`src/rtl/pe_skew_feeder.sv`:
```
// ---------------------------------------------------------------------------
// pe_skew_feeder
//   Operand feeder for one edge (row-A or column-B) of the PE systolic array.
//   It accepts one N_LANES-wide operand vector per beat on a valid/ready
//   handshake for a tile of len_i beats. Lane i is driven with data, we and clr
//   delayed by i cycles, which produces the diagonal wavefront the array needs.
//   A one-cycle clr is sent down every lane before each tile so that each PE
//   restarts its accumulation. The A edge and the B edge each use one instance,
//   and both instances are started together.
//
//   Lane-0 timing for a beat accepted in cycle c:
//     we_o[0] = 1 in cycle c, and lane_o[0] = beat data in cycle c+1.
//   The PE registers we but not its operands, so we has to lead data by one
//   cycle.
//
// Optional feature (macro PE_FEEDER_STALL_CNT_EN):
//   Adds stall_cnt_o. It counts the STREAM cycles in which the feeder was ready
//   but no vector was offered. It is cleared at start and saturates at 16'hFFFF.
//
// Ports
//   clk_i, rst_ni      clock, asynchronous active-low reset
//   start_i, len_i     start a tile of len_i beats (sampled only in IDLE)
//   in_valid_i/in_ready_o/in_data_i   input vector handshake; lane i = [i*DW +: DW]
//   lane_o, we_o, clr_o               skewed operands / write enable / clear
//   busy_o             tile in progress (includes the done_o cycle)
//   done_o             one-cycle pulse when the last beat has left lane N-1
//   stall_cnt_o        stall counter (only with PE_FEEDER_STALL_CNT_EN)
// ---------------------------------------------------------------------------
`timescale 1ns/1ps

// The project-wide operand width normally comes from def.v; use Q8.8 if it is
// absent.
`ifndef DATA_WIDTH
`define DATA_WIDTH 16
`endif

module pe_skew_feeder #(
  parameter int N_LANES = 4,
  parameter int LEN_W   = 8
) (
  input  logic                             clk_i,
  input  logic                             rst_ni,
  input  logic                             start_i,
  input  logic [LEN_W-1:0]                 len_i,
  input  logic                             in_valid_i,
  output logic                             in_ready_o,
  input  logic [N_LANES*`DATA_WIDTH-1:0]   in_data_i,
  output logic [N_LANES*`DATA_WIDTH-1:0]   lane_o,
  output logic [N_LANES-1:0]               we_o,
  output logic [N_LANES-1:0]               clr_o,
  output logic                             busy_o,
  output logic                             done_o
`ifdef PE_FEEDER_STALL_CNT_EN
  ,
  output logic [15:0]                      stall_cnt_o
`endif
);

  localparam int DW = `DATA_WIDTH;
  localparam int FW = (N_LANES > 1) ? $clog2(N_LANES) : 1;

  typedef enum logic [1:0] {
    S_IDLE,
    S_CLR,
    S_STREAM,
    S_FLUSH
  } state_e;

  state_e           r_state;
  state_e           w_next;
  logic [LEN_W-1:0] r_len;
  logic [LEN_W-1:0] r_cnt;
  logic [FW-1:0]    r_flush_cnt;
  logic             w_ready;
  logic             w_beat;
  logic             w_clr;
  logic             w_done;

  // The feeder is ready only while the tile still has beats left to accept.
  assign w_ready = (r_state == S_STREAM) && (r_cnt != r_len);
  assign w_beat  = in_valid_i & w_ready;

  // NOTE: sequential state uses non-blocking assignments, so every register
  // samples values from before the clock edge, whatever order the statements
  // are in.
  always_ff @(posedge clk_i or negedge rst_ni) begin
    if (!rst_ni) r_state <= S_IDLE;
    else         r_state <= w_next;
  end

  // NOTE: every output of this block gets a default first. A path that leaves
  // a signal unassigned would otherwise infer a latch.
  always_comb begin
    w_next = r_state;
    w_clr  = 1'b0;
    w_done = 1'b0;
    unique case (r_state)
      S_IDLE: begin
        if (start_i) w_next = S_CLR;
      end
      S_CLR: begin
        w_clr  = 1'b1;
        w_next = (r_len == '0) ? S_FLUSH : S_STREAM;
      end
      S_STREAM: begin
        if (w_beat && (r_cnt + LEN_W'(1) == r_len)) w_next = S_FLUSH;
      end
      S_FLUSH: begin
        // The last beat leaves lane N-1 in the final FLUSH cycle.
        if (r_flush_cnt == FW'(N_LANES - 1)) begin
          w_done = 1'b1;
          w_next = S_IDLE;
        end
      end
      default: w_next = S_IDLE;
    endcase
  end

  // Tile bookkeeping: latched length, beat counter and flush counter.
  always_ff @(posedge clk_i or negedge rst_ni) begin
    if (!rst_ni) begin
      r_len       <= '0;
      r_cnt       <= '0;
      r_flush_cnt <= '0;
    end else begin
      if (r_state == S_IDLE && start_i) begin
        r_len <= len_i;
        r_cnt <= '0;
      end else if (w_beat) begin
        r_cnt <= r_cnt + LEN_W'(1);
      end
      r_flush_cnt <= (r_state == S_FLUSH) ? r_flush_cnt + FW'(1) : '0;
    end
  end

`ifdef PE_FEEDER_STALL_CNT_EN
  logic [15:0] r_stall_cnt;

  always_ff @(posedge clk_i or negedge rst_ni) begin
    if (!rst_ni) begin
      r_stall_cnt <= '0;
    end else if (r_state == S_IDLE && start_i) begin
      r_stall_cnt <= '0;
    end else if (w_ready && !in_valid_i && r_stall_cnt != 16'hFFFF) begin
      r_stall_cnt <= r_stall_cnt + 16'd1;
    end
  end

  assign stall_cnt_o = r_stall_cnt;
`endif

  // Per-lane skew chains. Lane g holds a data stage that captures the beat
  // (or 0 for a bubble), followed by g delay stages. Its we/clr chain has g
  // stages, so all three signals keep lane 0's relative timing.
  for (genvar g = 0; g < N_LANES; g++) begin : g_lane
    logic [DW-1:0] r_data [g+1];

    // NOTE: the skew chains are reset as well, even though they are only
    // storage. Without the reset they would present stale operands to the
    // array after a reset, and a lane must drive 0 whenever no beat occupies
    // its slot.
    always_ff @(posedge clk_i or negedge rst_ni) begin
      if (!rst_ni) begin
        for (int k = 0; k <= g; k++) r_data[k] <= '0;
      end else begin
        r_data[0] <= w_beat ? in_data_i[g*DW +: DW] : '0;
        for (int k = 1; k <= g; k++) r_data[k] <= r_data[k-1];
      end
    end

    assign lane_o[g*DW +: DW] = r_data[g];

    if (g == 0) begin : g_head
      assign we_o[0]  = w_beat;
      assign clr_o[0] = w_clr;
    end else begin : g_tail
      logic [g-1:0] r_we;
      logic [g-1:0] r_clr;

      always_ff @(posedge clk_i or negedge rst_ni) begin
        if (!rst_ni) begin
          r_we  <= '0;
          r_clr <= '0;
        end else begin
          r_we[0]  <= w_beat;
          r_clr[0] <= w_clr;
          for (int k = 1; k < g; k++) begin
            r_we[k]  <= r_we[k-1];
            r_clr[k] <= r_clr[k-1];
          end
        end
      end

      assign we_o[g]  = r_we[g-1];
      assign clr_o[g] = r_clr[g-1];
    end
  end

  assign in_ready_o = w_ready;
  assign busy_o     = (r_state != S_IDLE);
  assign done_o     = w_done;

endmodule

```
`config.mk`:
```
export PLATFORM = sky130hd
export DESIGN_NAME = pe_skew_feeder
export DESIGN_NICKNAME = d
export VERILOG_FILES = /design/src/rtl/pe_skew_feeder.sv
export SDC_FILE = /design/constraint.sdc
export NUM_CORES = 1
export LEC_CHECK = 0
export BUFFER_PORTS_ARGS = -buffer_cell sky130_fd_sc_hd__buf_2
export CORE_ASPECT_RATIO = 0.8
export CORE_MARGIN = 2
export CORE_UTILIZATION = 45
export DETAILED_ROUTE_END_ITERATION = 6
export PLACE_DENSITY = 0.69
export SYNTH_ARGS = -nofsm -noshare
export SYNTH_HDL_FRONTEND = slang
export SYNTH_SLANG_ARGS = --single-unit
```
`constraint.sdc`:
```
create_clock -name clk_i -period 2.5 [get_ports clk_i]
set_input_delay 0.125 -clock clk_i [delete_from_list [all_inputs] [get_ports clk_i]]
set_output_delay 0.125 -clock clk_i [all_outputs]
set_load 0.05 [all_outputs]
```
Yosys cells after proc, flatten, opt, wreduce, memory -nomap -nowiden:

Index checks and enable logic that the tools add are counted.

* register bits after elaboration: 192
* input bits: 76

* muxes and demuxes: 15
* equal/unequal tests: 9
* bitwise logic cells: 1
* reductions and logical operators: 8
* add/sub/neg operators: 2

Operators by type and width (number)
* two-way mux 16 bit: 4
* two-way mux 8 bit: 2
* adder 8 x 1 -> 8 bit, second input constant: 1
* equality test 8 bit: 1
* zero test 8 bit: 1
* two-way mux 2 bit: 4
* inequality test 8 bit: 1
* one-hot mux 2 bit (4 select lines): 1
* equality test 2 bit, second input constant: 3
* two-way mux 1 bit: 4
* inequality test 2 bit, second input constant: 2
* nonzero test 2 bit: 2
* logical AND 1 bit: 3
* AND reduction 3 bit: 1
* adder 2 x 1 -> 2 bit, second input constant: 1
* equality test 2 x 1 -> 1 bit, second input constant: 1
* zero test 2 bit: 1
* inequality test 2 x 1 -> 1 bit, second input constant: 1
* bitwise AND 1 bit: 1

Logic depth before layout (Yosys ltp):

Gate-level depths: netlist of the first run.

* word-level depth: 6
* mapped depth: 8
* gate-level depth less buffers: 7

Least setup slack after synthesis of the first run:

No wires, ideal clock.

* kind: register to register
* start: register r_state[0]
* end: register r_len[5]
* required time: 2.375 ns
* period minus slack after synthesis: 2.098 ns
* path slack: 0.402 ns
* stages on the path, launching flop included: 7
* data arrival time: 1.973 ns
* library setup time: 0.125 ns
* cells stage by stage: dfrtp_1 > inv_1 > ha_1 > inv_1 > nor2_1 > clkbuf_1 > mux2_2

* longest elaborated chain between the ends: 2

RTL lines
* from (decl): line 69 `state_e r_state;`
* from (signal assigned): line 88 `else r_state <= w_next;`
* zero test 2 bit: line 126 `if (r_state == S_IDLE && start_i) begin`
* logical AND 1 bit: line 126
* to (signal assigned): line 127 `r_len <= len_i;`
* to (decl): line 71 `logic [LEN_W-1:0] r_len;`

Every way passes these cells.
A chain may end at the register's enable or synchronous reset.

Worst setup path in the final report of the first run:

* start: register r_cnt[0]
* end: register r_state[1]

* longest elaborated chain between the ends: 6
* elaborated cells on any way between the ends: 8

RTL lines
* from (decl): line 72 `logic [LEN_W-1:0] r_cnt;`
* from (signal assigned): line 130 `r_cnt <= r_cnt + LEN_W'(1);`
* branches (longest 3 deep; another with adder 8 x 1 -> 8 bit)
* logical AND 1 bit *: line 106 `if (w_beat && (r_cnt + LEN_W'(1) == r_len)) w_next = S_FLUSH;`
* inequality test 2 x 1 -> 1 bit (no line) *
* AND reduction 3 bit (no line) *

Every way passes the cells marked *.

==> results_dict.tcl, run 1 <==
set metrics [dict create \
    switching_share_pct 34.46 \
    min_path_type "in -> reg" \
    clock_power_share_pct 29.6 \
    antenna_found_initial 0 \
    synthMuxAreaShare_pct 1.948 \
    die_y_um 109.2 \
    synth_top_cell_area_share_pct 74.71 \
    max_stage_delay_ps 450 \
    dieArea_um2 14810 \
    finalSetupTns_ps 0 \
    ff2ff_path_depth 8 \
    num_io_pins 151 \
    worst_r2r_startpoint "r_cnt[0]$_DFFE_PN0P_" \
    p_leak_nw 4.328 \
    endpoint "r_state[1]$_DFFE_PN0P_" \
    powerDensity_nw_per_um2 1049 \
    fillers 1029 \
    ys.flop_type "dfrtp_1" \
    post-synth-top-area-cell "dfrtp_1" \
    setup_viol 0 \
    grt_max_degree 92 \
    numCtsBuffers 17 \
    slew_viol_final 0 \
    worstPathRequired_ps 2800 \
    startpoint_type "register" \
    cp.arrival_ps 2790 \
    synth_cell_type_count 41 \
    mappedNetlistArea_um2 6230 \
    fin_area_um2 8149 \
    outcome "completed" \
    clkTransAtPathRegs_ps 70 \
    overflow 0 \
    tightestPinTransition_ps 693.7 \
    root_buffer "clkbuf_16" \
    grt_pass1_wl_mm 17.11 \
    yosys-top-cells-count "dfrtp_1 (186), and2_1 (66), buf_4 (53)" \
    drc 0 \
    worstPathMaxFanout 6 \
    io_buffers 150 \
    core-area_um2 13550 \
    clock-sinks 186 \
    antenna_cells 0 \
    synth_edf_count 0 \
    synth.most_common_cell "dfrtp_1" \
    irDropWorstVdd_v 0.0005752 \
    via_per_inst 4.429 \
    maxSlewHeadroom_pct 53.75 \
    wl_per_cell_um 14.15 \
    die_x_um 135.5 \
    worst_slack_ps 11.57 \
    grt_usage_pct 15.30 \
    synth_area_leaders "dfrtp_1 (75%), and2_1 (6.6%), buf_4 (6.4%)" \
    grt_pass1_vias 3567 \
    critPathLaunch "r_cnt[0]$_DFFE_PN0P_" \
    synthAdderAreaFrac_pct 1.406 \
    criticalPathCategory "reg -> reg" \
    rows 38 \
    finalNetCount 674 \
    start_util_pct 45.97 \
    ctsHtreeMaxLevel 4 \
    synth_seq_area_share_pct 74.71 \
    cts_buffer_depth 2 \
    p_switching_w 0.002945 \
    wirelength_mm 11.09 \
    syn_avg_cell_area_um2 15.38 \
    synth_warnings 0 \
    combPwrFrac_pct 25.3 \
    synth_simple_gate_area_share_pct 9.520 \
    reg2reg_setup_slack_ps 10 \
    period_minus_slack_ps 2488 \
    ant_nets 0 \
    end_kind "register" \
    ys_ff_latch 186 \
    synth-xor-area-share_pct 2.511 \
    internal_power_w 0.005602 \
    p_total_w 0.008547 \
    cpMaxStageDelayCell "dfrtp_1" \
    cap_violations 0 \
    async_flop_share_pct 100.0 \
    finClkSkew_ps 12.15 \
    final_hold_viol_count 0 \
    clk_latency_ps 420 \
    initialDrtViolationCount 137 \
    power.share.sequential_pct 45.1 \
    place_area_um2 6822 \
    timing.rr.end "r_state[1]$_DFFE_PN0P_" \
    syn_inst 405 \
    synth_nets 488 \
    area_delta_synth_final_pct 30.81 \
    place.gp.congestion 0.7767 \
    first_pass_iters 4 \
    path_cells "ha_1, nand3_1, xor2_1, a211oi_1, o2111ai_1, a222oi_1, buf_4, mux2_1" \
    cts_tree "built" \
    drive_above_1_share_pct 33.28 \
    dp_hpwl_mm 6.784 \
    post-route-period-util_pct 99.54 \
    vias 3472 \
    place_ws_ps 109.2 \
    synth_compound_area_share_pct 2.229 \
    clock.fmax_mhz 401.9 \
    synth_top_family_by_area "simple AND/OR/NAND/NOR gates" \
]
## per-stage QoR
stage,hold WS [ps],util (%),cells
floorplan,-170.6,-,405
global placement,221.0,50.34,676
detailed placement,231.5,50.34,676
CTS,165.9,59.97,781
global route,235.9,60.14,784
finish,227.2,60.14,784
## cell families (layout without fill, tap and decap cells)
family | after synthesis | in the layout
buf+inv | 70 | 269
xor+xnor | 17 | 17
mux | 11 | 11
simple gates | 98 | 98
flops | 186 | 186
compound gates | 16 | 16
fa+ha+maj | 7 | 7
## sequential cells by signal (all words and copies together) (netlist names)
signal / count
g_lane.g_tail.r_we: 3
r_len: 8
r_state: 2
r_flush_cnt: 2
lane_o: 48
r_cnt: 8
g_lane.g_tail.r_clr: 3
g_lane.r_data: 112
## cell usage in the layout, fill, tap and decap left out, types with 2 or more instances in the layout
cell           instances
dfrtp_1              186
buf_2                149
dlygate4sd3_1         73
and2_1                66
clkbuf_16             17
xor2_1                12
nor2_1                 9
mux2_2                 8
ha_1                   7
inv_1                  6
nand2_1                5
inv_6                  5
buf_4                  5
xnor2_1                4
nand3_1                4
a211oi_1               4
nor2b_1                2
a31oi_1                2
and3_1                 2
mux2i_1                2
clkinv_8               2
clkinvlp_4             2
clkbuf_8               2
inv_8                  2
buf_12                 2
## metal layers
| metal | global-route usage [%] | vias to the layer above | part of all wire [%] | routed length (µm) |
|---|---|---|---|---|
| li1 | - | 1610 | - | - |
| met1 | 19.26 | 1724 | 43 | 4762 |
| met2 | 25.72 | 130 | 51 | 5618 |
| met3 | 5.253 | 8 | 5.7 | 629 |
| met4 | 3.720 | 0 | 0.72 | 80 |
| met5 | 0 | - | 0 | 0 |
## cell type report
| cell class | instances | area, µm² | area share, % |
|---|---|---|---|
| sequential | 186 | 4654 | 57.12 |
| timing repair buffer | 231 | 1579 | 19.38 |
| multi-input combinational | 149 | 1097 | 13.47 |
| clock buffer | 19 | 442.9 | 5.435 |
| tap | 180 | 225.2 | 2.764 |
| clock inverter | 13 | 127.6 | 1.566 |
| inverter | 6 | 22.52 | 0.2764 |
## critical path: cells and delay by family (launching register included)
kind	cells	cell delay (ps)
compound gates	3	780
xor+xnor	1	180
fa+ha+maj	1	310
buf+inv	1	180
flops	1	450
mux	1	310
simple gates	1	160
## worst min-delay path by stage
stage / startpoint / to / slack, ps / cells after the start
after CTS: start_i / r_state[0]$_DFFE_PN0P_ / 170 / 4
after detailed placement: rst_ni / lane_o[49]$_DFF_PN0_ / 230 / 1
after floorplan: rst_ni / g_lane[0].r_data[0]$_DFF_PN0_ / -170 / 0
after global routing: in_valid_i / g_lane[3].g_tail.r_we[0]$_DFF_PN0_ / 240 / 4
final: in_valid_i / g_lane[3].g_tail.r_we[0]$_DFF_PN0_ / 230 / 4
after global placement: rst_ni / lane_o[48]$_DFF_PN0_ / 220 / 1
## power groups by stage
stage | combinational, W | sequential, W | clock, W
floorplan | 0.00152 | 0.00404 | 0
global placement | 0.00199 | 0.00387 | 0
detailed placement | 0.00203 | 0.00391 | 0
CTS | 0.00214 | 0.00386 | 0.00259
global route | 0.00230 | 0.00391 | 0.00273
finish | 0.00216 | 0.00385 | 0.00253
## repair_timing
action	CTS	global route
pin swaps	1	1
gates cloned	0	0
setup endpoints to repair	1	2
resized for setup	1	0
endpoints found under the hold margin	161	0
hold buffers	73	0
buffers inserted	0	3
(Power assumes the default switching activity.)
==> inputs of run 2 (changes only) <==
--- a/config.mk
+++ b/config.mk
@@ -6,7 +6,7 @@
 export NUM_CORES = 1
 export LEC_CHECK = 0
 export BUFFER_PORTS_ARGS = -buffer_cell sky130_fd_sc_hd__buf_2
-export CORE_ASPECT_RATIO = 0.8
+export CORE_ASPECT_RATIO = 1.5
 export CORE_MARGIN = 2
 export CORE_UTILIZATION = 45
 export DETAILED_ROUTE_END_ITERATION = 6
==> run 2 against run 1 <==
Effect of this change: clock skew barely moved; critical path depth shrank 1; sequential power is essentially flat; core utilization is 0.069 points higher; final cell count is 2.7% lower; sequential share of layout area about the same; design area about the same; first-iteration DRC count shrank 7.3%; largest cell class unchanged.
==> results_dict.tcl, run 2 (synthesis gave the netlist of run 1 again) <==
set metrics [dict create \
    outcome "completed" \
    antenna_cells 0 \
    grt_pass1_wl_mm 17.86 \
    start_util_pct 46.03 \
    place.gp.congestion 0.8308 \
    fin_area_um2 8148 \
    finClkSkew_ps 12.20 \
    grt_max_degree 86 \
    initialDrtViolationCount 127 \
    wl_met2_mm 6.363 \
    rows 52 \
    p_leak_nw 4.323 \
    wl_per_cell_um 14.82 \
    numCtsBuffers 17 \
    worst_r2r_startpoint "r_cnt[2]$_DFFE_PN0P_" \
    criticalPathCategory "reg -> reg" \
    grt_usage_pct 15.99 \
    grt_setup_unrepaired "no" \
    num_io_pins 151 \
    dp_hpwl_mm 7.011 \
    end_kind "register" \
    final_common_cell "dfrtp_1" \
    via_per_inst 4.556 \
    die_y_um 148.1 \
    cts_tree "built" \
    period_minus_slack_ps 2437 \
    root_buffer "clkbuf_16" \
    drive_above_1_share_pct 33.44 \
    startpoint_type "register" \
    ant_nets 0 \
    top_register "g_lane.r_data" \
    highest_layer "met4" \
    setup_viol 0 \
    place_area_um2 6789 \
    min_path_cells 4 \
    clkTransAtPathRegs_ps 70 \
    ff2ff_path_depth 7 \
    slew_viol_final 0 \
    tightestPinTransition_ps 551.7 \
    ctsHtreeMaxLevel 4 \
    io_buffers 150 \
    final_hold_viol_count 0 \
    min_path_type "in -> reg" \
    hold_end "g_lane[3].g_tail.r_we[0]$_DFF_PN0_" \
    die_x_um 100.1 \
    place_ws_ps 93.66 \
    wl_met3_um 413 \
    finalNetCount 671 \
    dp_cells 657 \
    dieArea_um2 14820 \
    worstPathRequired_ps 2810 \
    cap_violations 0 \
    finalSetupTns_ps 0 \
    wirelength_mm 11.31 \
    clock.fmax_mhz 410.3 \
    final_cell_mix "dfrtp_1 (185), buf_2 (149), dlygate4sd3_1 (73)" \
    powerDensity_nw_per_um2 1065 \
    irDropWorstVdd_v 0.0005225 \
    clk_latency_ps 420 \
    reg2reg_setup_slack_ps 60 \
    layoutNonFillerInstCount 763 \
    worstPathMaxFanout 9 \
    hp-start "in_valid_i" \
    first_pass_iters 4 \
    worst_slack_ps 62.66 \
    timing.rr.end "r_state[1]$_DFFE_PN0P_" \
    cts_buffer_depth 2 \
    maxSlewHeadroom_pct 63.22 \
    largest_reg_flops 112 \
    clock-sinks 186 \
    drc 0 \
    overflow 0 \
    grt_pass1_vias 3697 \
    vias 3476 \
    cp.arrival_ps 2740 \
    antenna_found_initial 0 \
    wl_met1_mm 4.145 \
    area_delta_synth_final_pct 30.79 \
    core-area_um2 13530 \
    post-route-period-util_pct 97.49 \
]
run 2: timing repair:
item / 4_1_cts / 5_1_grt
buffers inserted: 0 / 1
setup endpoints to repair: 0 / 2
gates resized for setup: 0 / 2
hold endpoints to repair: 130 / 0
hold buffers: 73 / 0
run 2: per-stage QoR:
stage	util [%]	hold slack, ps	total power, W
after floorplan	-	-170.6	0.005563
after global placement	50.17	122.0	0.005854
after detailed placement	50.17	135.5	0.005954
after CTS	60.12	209.5	0.008724
after global routing	60.21	240.6	0.009079
final	60.21	235.2	0.008678
run 2: area by class of cell:
| type | count | area (µm²) |
|---|---|---|
| well taps | 162 | 202.7 |
| inverters | 6 | 22.52 |
| clock inverters | 15 | 191.4 |
| flip-flops and latches | 186 | 4656 |
| fillers | 1048 | 5385 |
| clock buffers | 17 | 425.4 |
| multi-input cells | 149 | 1100 |
| repair buffers | 228 | 1550 |
run 2: power breakdown:
part | switching (W) | internal [W]
Clock | 0.00129 | 0.00137
Sequential | 0.000285 | 0.00356
Combinational | 0.00148 | 0.000688
Total | 0.00306 | 0.00562
run 2: worst max-delay path, cell delays in order, from the launching register on:
cell and delay, ps:
dfrtp_1 520, and4_1 360, nand3_1 130, a211oi_1 330
o2111ai_1 170, a222oi_1 310, buf_4 190, mux2_1 310
run 2: per-layer routing:
| metal | vias up | track usage [%] |
|---|---|---|
| li1 | 1604 | - |
| met1 | 1723 | 16.60 |
| met2 | 115 | 28.68 |
| met3 | 34 | 4.135 |
| met4 | 0 | 9.384 |
| met5 | - | 0 |
run 2: worst max-delay path by stage:
stage / startpoint / to / cells past startpoint
after CTS: r_cnt[0]$_DFFE_PN0P_ / r_state[1]$_DFFE_PN0P_ / 7
after floorplan: r_state[0]$_DFFE_PN0P_ / r_len[5]$_DFFE_PN0P_ / 6
final: r_cnt[2]$_DFFE_PN0P_ / r_state[1]$_DFFE_PN0P_ / 7
after global routing: r_cnt[2]$_DFFE_PN0P_ / r_state[1]$_DFFE_PN0P_ / 7
after global placement: r_cnt[0]$_DFFE_PN0P_ / r_state[1]$_DFFE_PN0P_ / 7
after detailed placement: r_cnt[0]$_DFFE_PN0P_ / r_state[1]$_DFFE_PN0P_ / 7
